--- src/rtl/avl_arbiter.sv ---
`default_nettype none
// ============================================================================
//  Module   : avl_arbiter
//  Purpose  : Two-master Avalon-MM arbiter (m0 = instruction fetch, m1 = data)
//             sharing a single slave; round-robin or fixed-priority to m1.
//  Revision : 1.0  initial release
// ============================================================================
module avl_arbiter #(
    parameter int PRIORITY_MODE = 0
) (
    input  logic        clk,
    input  logic        rst,

    input  logic [31:0] m0_address,
    input  logic [31:0] m0_writedata,
    input  logic [3:0]  m0_byteenable,
    input  logic        m0_read,
    input  logic        m0_write,
    output logic [31:0] m0_readdata,
    output logic        m0_waitrequest,

    input  logic [31:0] m1_address,
    input  logic [31:0] m1_writedata,
    input  logic [3:0]  m1_byteenable,
    input  logic        m1_read,
    input  logic        m1_write,
    output logic [31:0] m1_readdata,
    output logic        m1_waitrequest,

    output logic [31:0] s_address,
    output logic [31:0] s_writedata,
    output logic [3:0]  s_byteenable,
    output logic        s_read,
    output logic        s_write,
    input  logic [31:0] s_readdata,
    input  logic        s_waitrequest,

    output logic [1:0]  grant,
    output logic        proto_err,
    output logic [15:0] m0_count,
    output logic [15:0] m1_count
);

    typedef enum logic [1:0] {
        ST_IDLE = 2'd0,
        ST_GNT0 = 2'd1,
        ST_GNT1 = 2'd2
    } state_t;

    localparam logic [15:0] c_CNT_ONE = 16'd1;

    state_t      r_state;
    state_t      w_state_nxt;
    logic [1:0]  r_grant;
    logic        r_last;          // 1 = m1 owned the slave last
    logic [15:0] r_cnt0;
    logic [15:0] r_cnt1;
    logic        r_perr;

    logic        w_req0;
    logic        w_req1;
    logic        w_ill0;
    logic        w_ill1;
    logic        w_done0;
    logic        w_done1;

    // A legal request is exactly one of read/write; both at once is a protocol error
    assign w_req0 = m0_read ^ m0_write;
    assign w_req1 = m1_read ^ m1_write;
    assign w_ill0 = m0_read & m0_write;
    assign w_ill1 = m1_read & m1_write;

    // ------------------------------------------------------------------
    // State register
    // ------------------------------------------------------------------
    always_ff @(posedge clk or negedge rst) begin
        if (!rst) begin
            r_state <= ST_IDLE;
        end else begin
            r_state <= w_state_nxt;
        end
    end

    // ------------------------------------------------------------------
    // Next-state logic and completion detection
    // ------------------------------------------------------------------
    always_comb begin
        w_state_nxt = r_state;
        w_done0     = 1'b0;
        w_done1     = 1'b0;
        case (r_state)
            ST_IDLE: begin
                if (w_req0 && w_req1) begin
                    if (PRIORITY_MODE != 0) begin
                        w_state_nxt = ST_GNT1;
                    end else begin
                        w_state_nxt = r_last ? ST_GNT0 : ST_GNT1;
                    end
                end else if (w_req0) begin
                    w_state_nxt = ST_GNT0;
                end else if (w_req1) begin
                    w_state_nxt = ST_GNT1;
                end
            end
            ST_GNT0: begin
                if (!w_req0) begin
                    w_state_nxt = ST_IDLE;
                end else if (!s_waitrequest) begin
                    w_state_nxt = ST_IDLE;
                    w_done0     = 1'b1;
                end
            end
            ST_GNT1: begin
                if (!w_req1) begin
                    w_state_nxt = ST_IDLE;
                end else if (!s_waitrequest) begin
                    w_state_nxt = ST_IDLE;
                    w_done1     = 1'b1;
                end
            end
            default: begin
                w_state_nxt = ST_IDLE;
            end
        endcase
    end

    // ------------------------------------------------------------------
    // Grant, ownership history, counters and sticky error
    // ------------------------------------------------------------------
    always_ff @(posedge clk or negedge rst) begin
        if (!rst) begin
            r_grant <= 2'b00;
            r_last  <= 1'b1;
            r_cnt0  <= 16'h0000;
            r_cnt1  <= 16'h0000;
            r_perr  <= 1'b0;
        end else begin
            r_grant <= {w_state_nxt == ST_GNT1, w_state_nxt == ST_GNT0};
            if (w_done0) begin
                r_cnt0 <= r_cnt0 + c_CNT_ONE;
                r_last <= 1'b0;
            end
            if (w_done1) begin
                r_cnt1 <= r_cnt1 + c_CNT_ONE;
                r_last <= 1'b1;
            end
            if (w_ill0 || w_ill1) begin
                r_perr <= 1'b1;
            end
        end
    end

    // ------------------------------------------------------------------
    // Slave-side multiplexer
    // ------------------------------------------------------------------
    always_comb begin
        s_address    = 32'h0000_0000;
        s_writedata  = 32'h0000_0000;
        s_byteenable = 4'h0;
        s_read       = 1'b0;
        s_write      = 1'b0;
        case (r_state)
            ST_GNT0: begin
                s_address    = m0_address;
                s_writedata  = m0_writedata;
                s_byteenable = m0_byteenable;
                s_read       = m0_read;
                s_write      = m0_write;
            end
            ST_GNT1: begin
                s_address    = m1_address;
                s_writedata  = m1_writedata;
                s_byteenable = m1_byteenable;
                s_read       = m1_read;
                s_write      = m1_write;
            end
            default: begin
                s_read       = 1'b0;
            end
        endcase
    end

    // A waiting master is stalled unless it owns the slave; idle or illegal masters never stall
    assign m0_waitrequest = w_req0 & ((r_state == ST_GNT0) ? s_waitrequest : 1'b1);
    assign m1_waitrequest = w_req1 & ((r_state == ST_GNT1) ? s_waitrequest : 1'b1);

    assign m0_readdata = s_readdata;
    assign m1_readdata = s_readdata;

    assign grant     = r_grant;
    assign proto_err = r_perr;
    assign m0_count  = r_cnt0;
    assign m1_count  = r_cnt1;

endmodule
`default_nettype wire

--- config.mk ---
export PLATFORM = sky130hd
export DESIGN_NAME = avl_arbiter
export DESIGN_NICKNAME = d
export VERILOG_FILES = /design/src/rtl/avl_arbiter.sv
export SDC_FILE = /design/constraint.sdc
export NUM_CORES = 1
export LEC_CHECK = 0
export ABC_AREA = 1
export CAP_MARGIN = 0
export CORE_AREA = 2 2 135 137
export CTS_CLUSTER_DIAMETER = 30
export DETAILED_ROUTE_END_ITERATION = 10
export DIE_AREA = 0 0 137 139
export GPL_ROUTABILITY_DRIVEN = 0
export PLACE_DENSITY = 0.59
export SYNTH_ARGS = -nofsm -noshare
export SYNTH_HDL_FRONTEND = slang
export SYNTH_SLANG_ARGS = --single-unit
--- constraint.sdc ---
create_clock -name clk -period 2.25 [get_ports clk]
set_clock_uncertainty 0.2 [all_clocks]
set_input_delay 0.45 -clock clk [delete_from_list [all_inputs] [get_ports clk]]
set_output_delay 0.45 -clock clk [all_outputs]
set_load 0.005 [all_outputs]
After elaboration in Yosys (flattened, before gate mapping)
Cells that the tools add are included.
{"block": "op_classes", "n_reduce_logical": 4, "bitwise_logic": 6, "muxes": 22, "n_addsub": 2, "eq_ne": 4}
{"cell": "$pmux W32 S2", "count": 2}
{"cell": "$add A16 B1 Y16 const B", "count": 2}
{"cell": "$mux W2", "count": 7}
{"cell": "$mux W1", "count": 9}
{"cell": "$pmux W4 S2", "count": 1}
{"cell": "$pmux W2 S3", "count": 1}
{"cell": "$and A1 B1 Y1", "count": 4}
{"cell": "$eq A2 B1 Y1 const B", "count": 2}
{"cell": "$eq A2 B2 Y1 const B", "count": 2}
{"cell": "$pmux W1 S2", "count": 2}
{"cell": "$logic_not A2 Y1", "count": 1}
{"cell": "$reduce_bool A2 Y1", "count": 1}
{"cell": "$xor A1 B1 Y1", "count": 2}
{"cell": "$logic_and A1 B1 Y1", "count": 1}
{"cell": "$logic_or A1 B1 Y1", "count": 1}
{"block": "word_totals", "inputBits": 175, "output_inout_bits": 171, "wordCells": 44, "reg_bits": 38}

Longest topological paths before layout
{"block": "logic_depth", "ltp_word": 6, "ltp_mapped": 11, "mapped_depth_nobuf": 10}

Worst setup path after synthesis
Ideal clock, no wire load.
{"block": "synth_path", "path_type": "reg-to-output", "start": "register r_state[0]", "end": "output port s_address[2]", "arrival_time_ns": 1.293, "path_stages_with_launch": 7, "required_ns": 1.600, "n_path_buf": 2, "path_slack_ns": 0.307, "cell_sequence": "dfrtp_1 > inv_1 > ha_1 > buf_2 > buf_1 > nand2_1 > a21oi_1"}
{"block": "synth_between", "elab_chain_cells": 2, "word_cells_on_any_way": 3, "cone_classes": "2 x eq/ne; 1 x mux"}
{"item": "start, declared", "line_no": "52", "source": "state_t r_state;"}
{"item": "start signal, assigned", "line_no": "80", "source": "r_state <= w_state_nxt;"}
{"item": "$eq A2 B2 Y1 or $eq A2 B1 Y1 (tied branches)", "line_no": "162", "source": "case (r_state)"}
{"item": "$pmux W32 S2 *", "line_no": "162"}
{"item": "end, declared", "line_no": "30", "source": "output logic [31:0] s_address,"}
Mark *: on every way between the ends. The rest lies on a longest branch, timed or not.

Worst setup path after layout
{"block": "layout_path", "start": "register r_state[1]", "end": "output port s_address[28]"}
Same word-level chain as after synthesis.

==> out/summary.txt <==
drt pass-1 iters -> 4
Via Count -> 4491
synth cell count leaders -> 206 x nand2_1, 72 x a21oi_1, 64 x buf_4, 37 x dfrtp_1, 31 x inv_1
clock root buffer master -> clkbuf_16
Distinct cells, synth -> 28
initial core utilization -> 0.194
DIE AREA -> 19000 sq um
Reg area -> 952 sq um
Hold Slack -> 0.279 ns
Avg WL per Cell -> 19.2 microns
Seq/Total Area, Yosys -> 0.278
1st-iter DRT viols -> 146
WL final -> 19900 microns
Post-Syn Instances -> 532
proportion of netlist area held by the largest area contributor -> 0.270
vias per cell -> 4.33
crit path DAT -> 1.77 ns
CTS Buffer Depth -> 2
Relative slew margins -> 0.699
CTS Buf Count -> 5
worst min-delay path category -> flop to flop
Area contributors post-synth -> dfrtp_1 27%, nand2_1 23%, buf_4 14%
post-layout util -> 0.437
Critical Path Sink Type -> primary output
Final min period -> 2.42 ns
Synth Area per Inst -> 6.44 sq um
total power -> 0.00780 W
Leak -> 3.40 nW
Post-synth EDFFs -> 0
Tcrit/Tclk final -> 1.08
count leader, synth -> nand2_1
fill count -> 1726
PwrDens -> 1010 nW/um^2
first-pass GRT wire length -> 26200 microns
worst-margin pin slew -> 0.452 ns
#FFs+latches synth -> 38
Mapped Nets -> 715
critical path type -> flop to primary output
drt drc -> 0
Yosys top cell by area -> dfrtp_1
violated checks -> negative setup slack
Final Slew Violations -> 0
largest net degree at the start of global routing -> 21
final cell count without fillers -> 1036
fmax -> 413 MHz
number of port buffers -> 249
area of the multi-input gates -> 2550 sq um
Area Overhead vs Synth -> 125%
max-cap violations -> 0
vias in the first global route -> 4386
crit path max fanout -> 7
Sw Ratio -> 0.404
IO Pins -> 346
unrepaired setup endpoints after global routing -> true
VDD IR max -> 503 uV
chip width -> 137 microns
Post-synth ARST share -> 1.00
fraction of layout cells with a size suffix above 1 -> 0.436
r2r setup slk -> 0.26 ns
Place WS -> -0.942 ns
core footprint -> 17700 sq um
status -> complete, but fails checks
final setup violating endpoints -> 63
placed cells -> 968
CTS tree -> done
Clock transition at path regs -> 0.06 ns
Setup WS post-layout -> -0.170 ns
Mapped Area -> 3430 sq um
Pint -> 0.00465 W
Logic pwr share -> 0.768
main flop type after synthesis -> dfrtp_1
Psw -> 0.00315 W
dpl hpwl -> 13200 microns
sequential share of power -> 0.114
Core Rows -> 49
Final Hold Fails -> 0
Antenna Nets Post-Route -> 0
Skew-Pair Late Insertion Delay -> 0.28 ns
clk sink count -> 38
Total GRT Usage -> 0.184
GRT overflow -> 0
critical path startpoint category -> flop
Critical Path RT -> 1.60 ns
Clock Power Share -> 0.118
H-tree depth -> 2
Synth Warn # -> 0
Final #Nets -> 987
Die Y -> 139 microns
initial antenna violation count -> 3
-- state kept, by name, indices dropped and copies added (netlist names) --
register	cells
grant	2
m0_count	16
m1_count	16
proto_err	1
r_state	2
r_last	1
-- metrics by stage --
stage	instance area [sq um]	TNS, ns
4_1_cts	6990	-5.79
3_5_place_dp	6050	-17.97
2_1_floorplan	3430	0
5_1_grt	7720	-8.84
3_3_place_gp	6050	-17.42
6_report	7720	-4.32
-- path summary, 6_finish.rpt --
path	from	endpoint	cells after the start
min in group asynchronous	rst	m1_count[7]$_DFFE_PN0P_	2
hold reg to reg	proto_err$_DFFE_PN0P_	proto_err$_DFFE_PN0P_	1
max in group asynchronous	rst	grant[0]$_DFF_PN0_	3
setup reg to reg	r_state[0]$_DFF_PN0_	m1_count[13]$_DFFE_PN0P_	11
setup / recovery	r_state[1]$_DFF_PN0_	s_address[28]	9
hold / removal	proto_err$_DFFE_PN0P_	proto_err$_DFFE_PN0P_	1
-- worst max-delay path: stages, from the launching register on --
cell     delay (ns)
dfrtp_1        0.39
inv_2          0.12
ha_4           0.22
buf_12         0.13
buf_8          0.10
buf_12         0.10
buf_4          0.11
nand2_4        0.04
a21oi_4        0.14
buf_6          0.12
-- kinds of logic (layout without fill, tap and decap cells) --
kind of cell               count (synthesis)  after routing  synth area share
AOI/OAI and AO/OA                         79             79             0.116
DFF                                       38             38             0.278
and+or+nand+nor                          259            259             0.312
adders and majority gates                  8              8            0.0292
other                                      0              2                 0
buffers and inverters                    126            399             0.209
xor gates and xnor gates                  22             22            0.0562
-- layout by cell type (no fill, tap or decap), drive strengths merged, types with 2 or more instances in the layout --
master	Yosys	layout
a21oi	72	72
buf	71	165
bufinv	0	2
clkbuf	16	14
clkdlybuf4s50	0	172
clkinv	2	3
dfrtp	37	37
diode	0	2
dlygate4sd2	0	3
ha	8	8
inv	37	37
nand2	207	207
nand3	21	21
nand4	3	3
nor2	21	21
nor3	6	6
o21ai	6	6
xnor2	10	10
xor2	12	12
-- power by group through the flow --
stage	clock, W	combinational [W]	sequential (W)
after detailed placement	0	0.00324	0.000897
after global routing	0.000970	0.00633	0.000907
after floorplan	0	0.00124	0.000891
final	0.000921	0.00599	0.000889
after CTS	0.000948	0.00485	0.000889
after global placement	0	0.00325	0.000894
-- cell type report --
cell class / count / share of cell area
Inverter: 39 / 0.0199
Clock inverter: 3 / 0.00891
Clock buffer: 5 / 0.0162
Sequential cell: 38 / 0.123
Antenna cell: 2 / 0.000648
Tap cell: 229 / 0.0371
Multi-Input combinational cell: 368 / 0.330
Timing Repair Buffer: 352 / 0.464
-- per-layer routing --
| metal | vias to the layer above | share of wire | global-route usage |
|---|---|---|---|
| li1 | 2162 | - | - |
| met1 | 2109 | 0.41 | 0.219 |
| met2 | 192 | 0.48 | 0.317 |
| met3 | 26 | 0.085 | 0.0610 |
| met4 | 2 | 0.018 | 0.0429 |
| met5 | - | 0.00065 | 0 |
-- repair_timing --
| item | 4_1_cts | 5_1_grt |
|---|---|---|
| hold endpoints to repair | 17 | 0 |
| endpoints found under the setup margin | 72 | 71 |
| hold buffers | 1 | 0 |
| pin swaps | 27 | 34 |
| setup buffers | 30 | 17 |
| gates cloned | 9 | 8 |
| resized for setup | 395 | 174 |
Note: power is estimated with default switching activity, not from simulation.
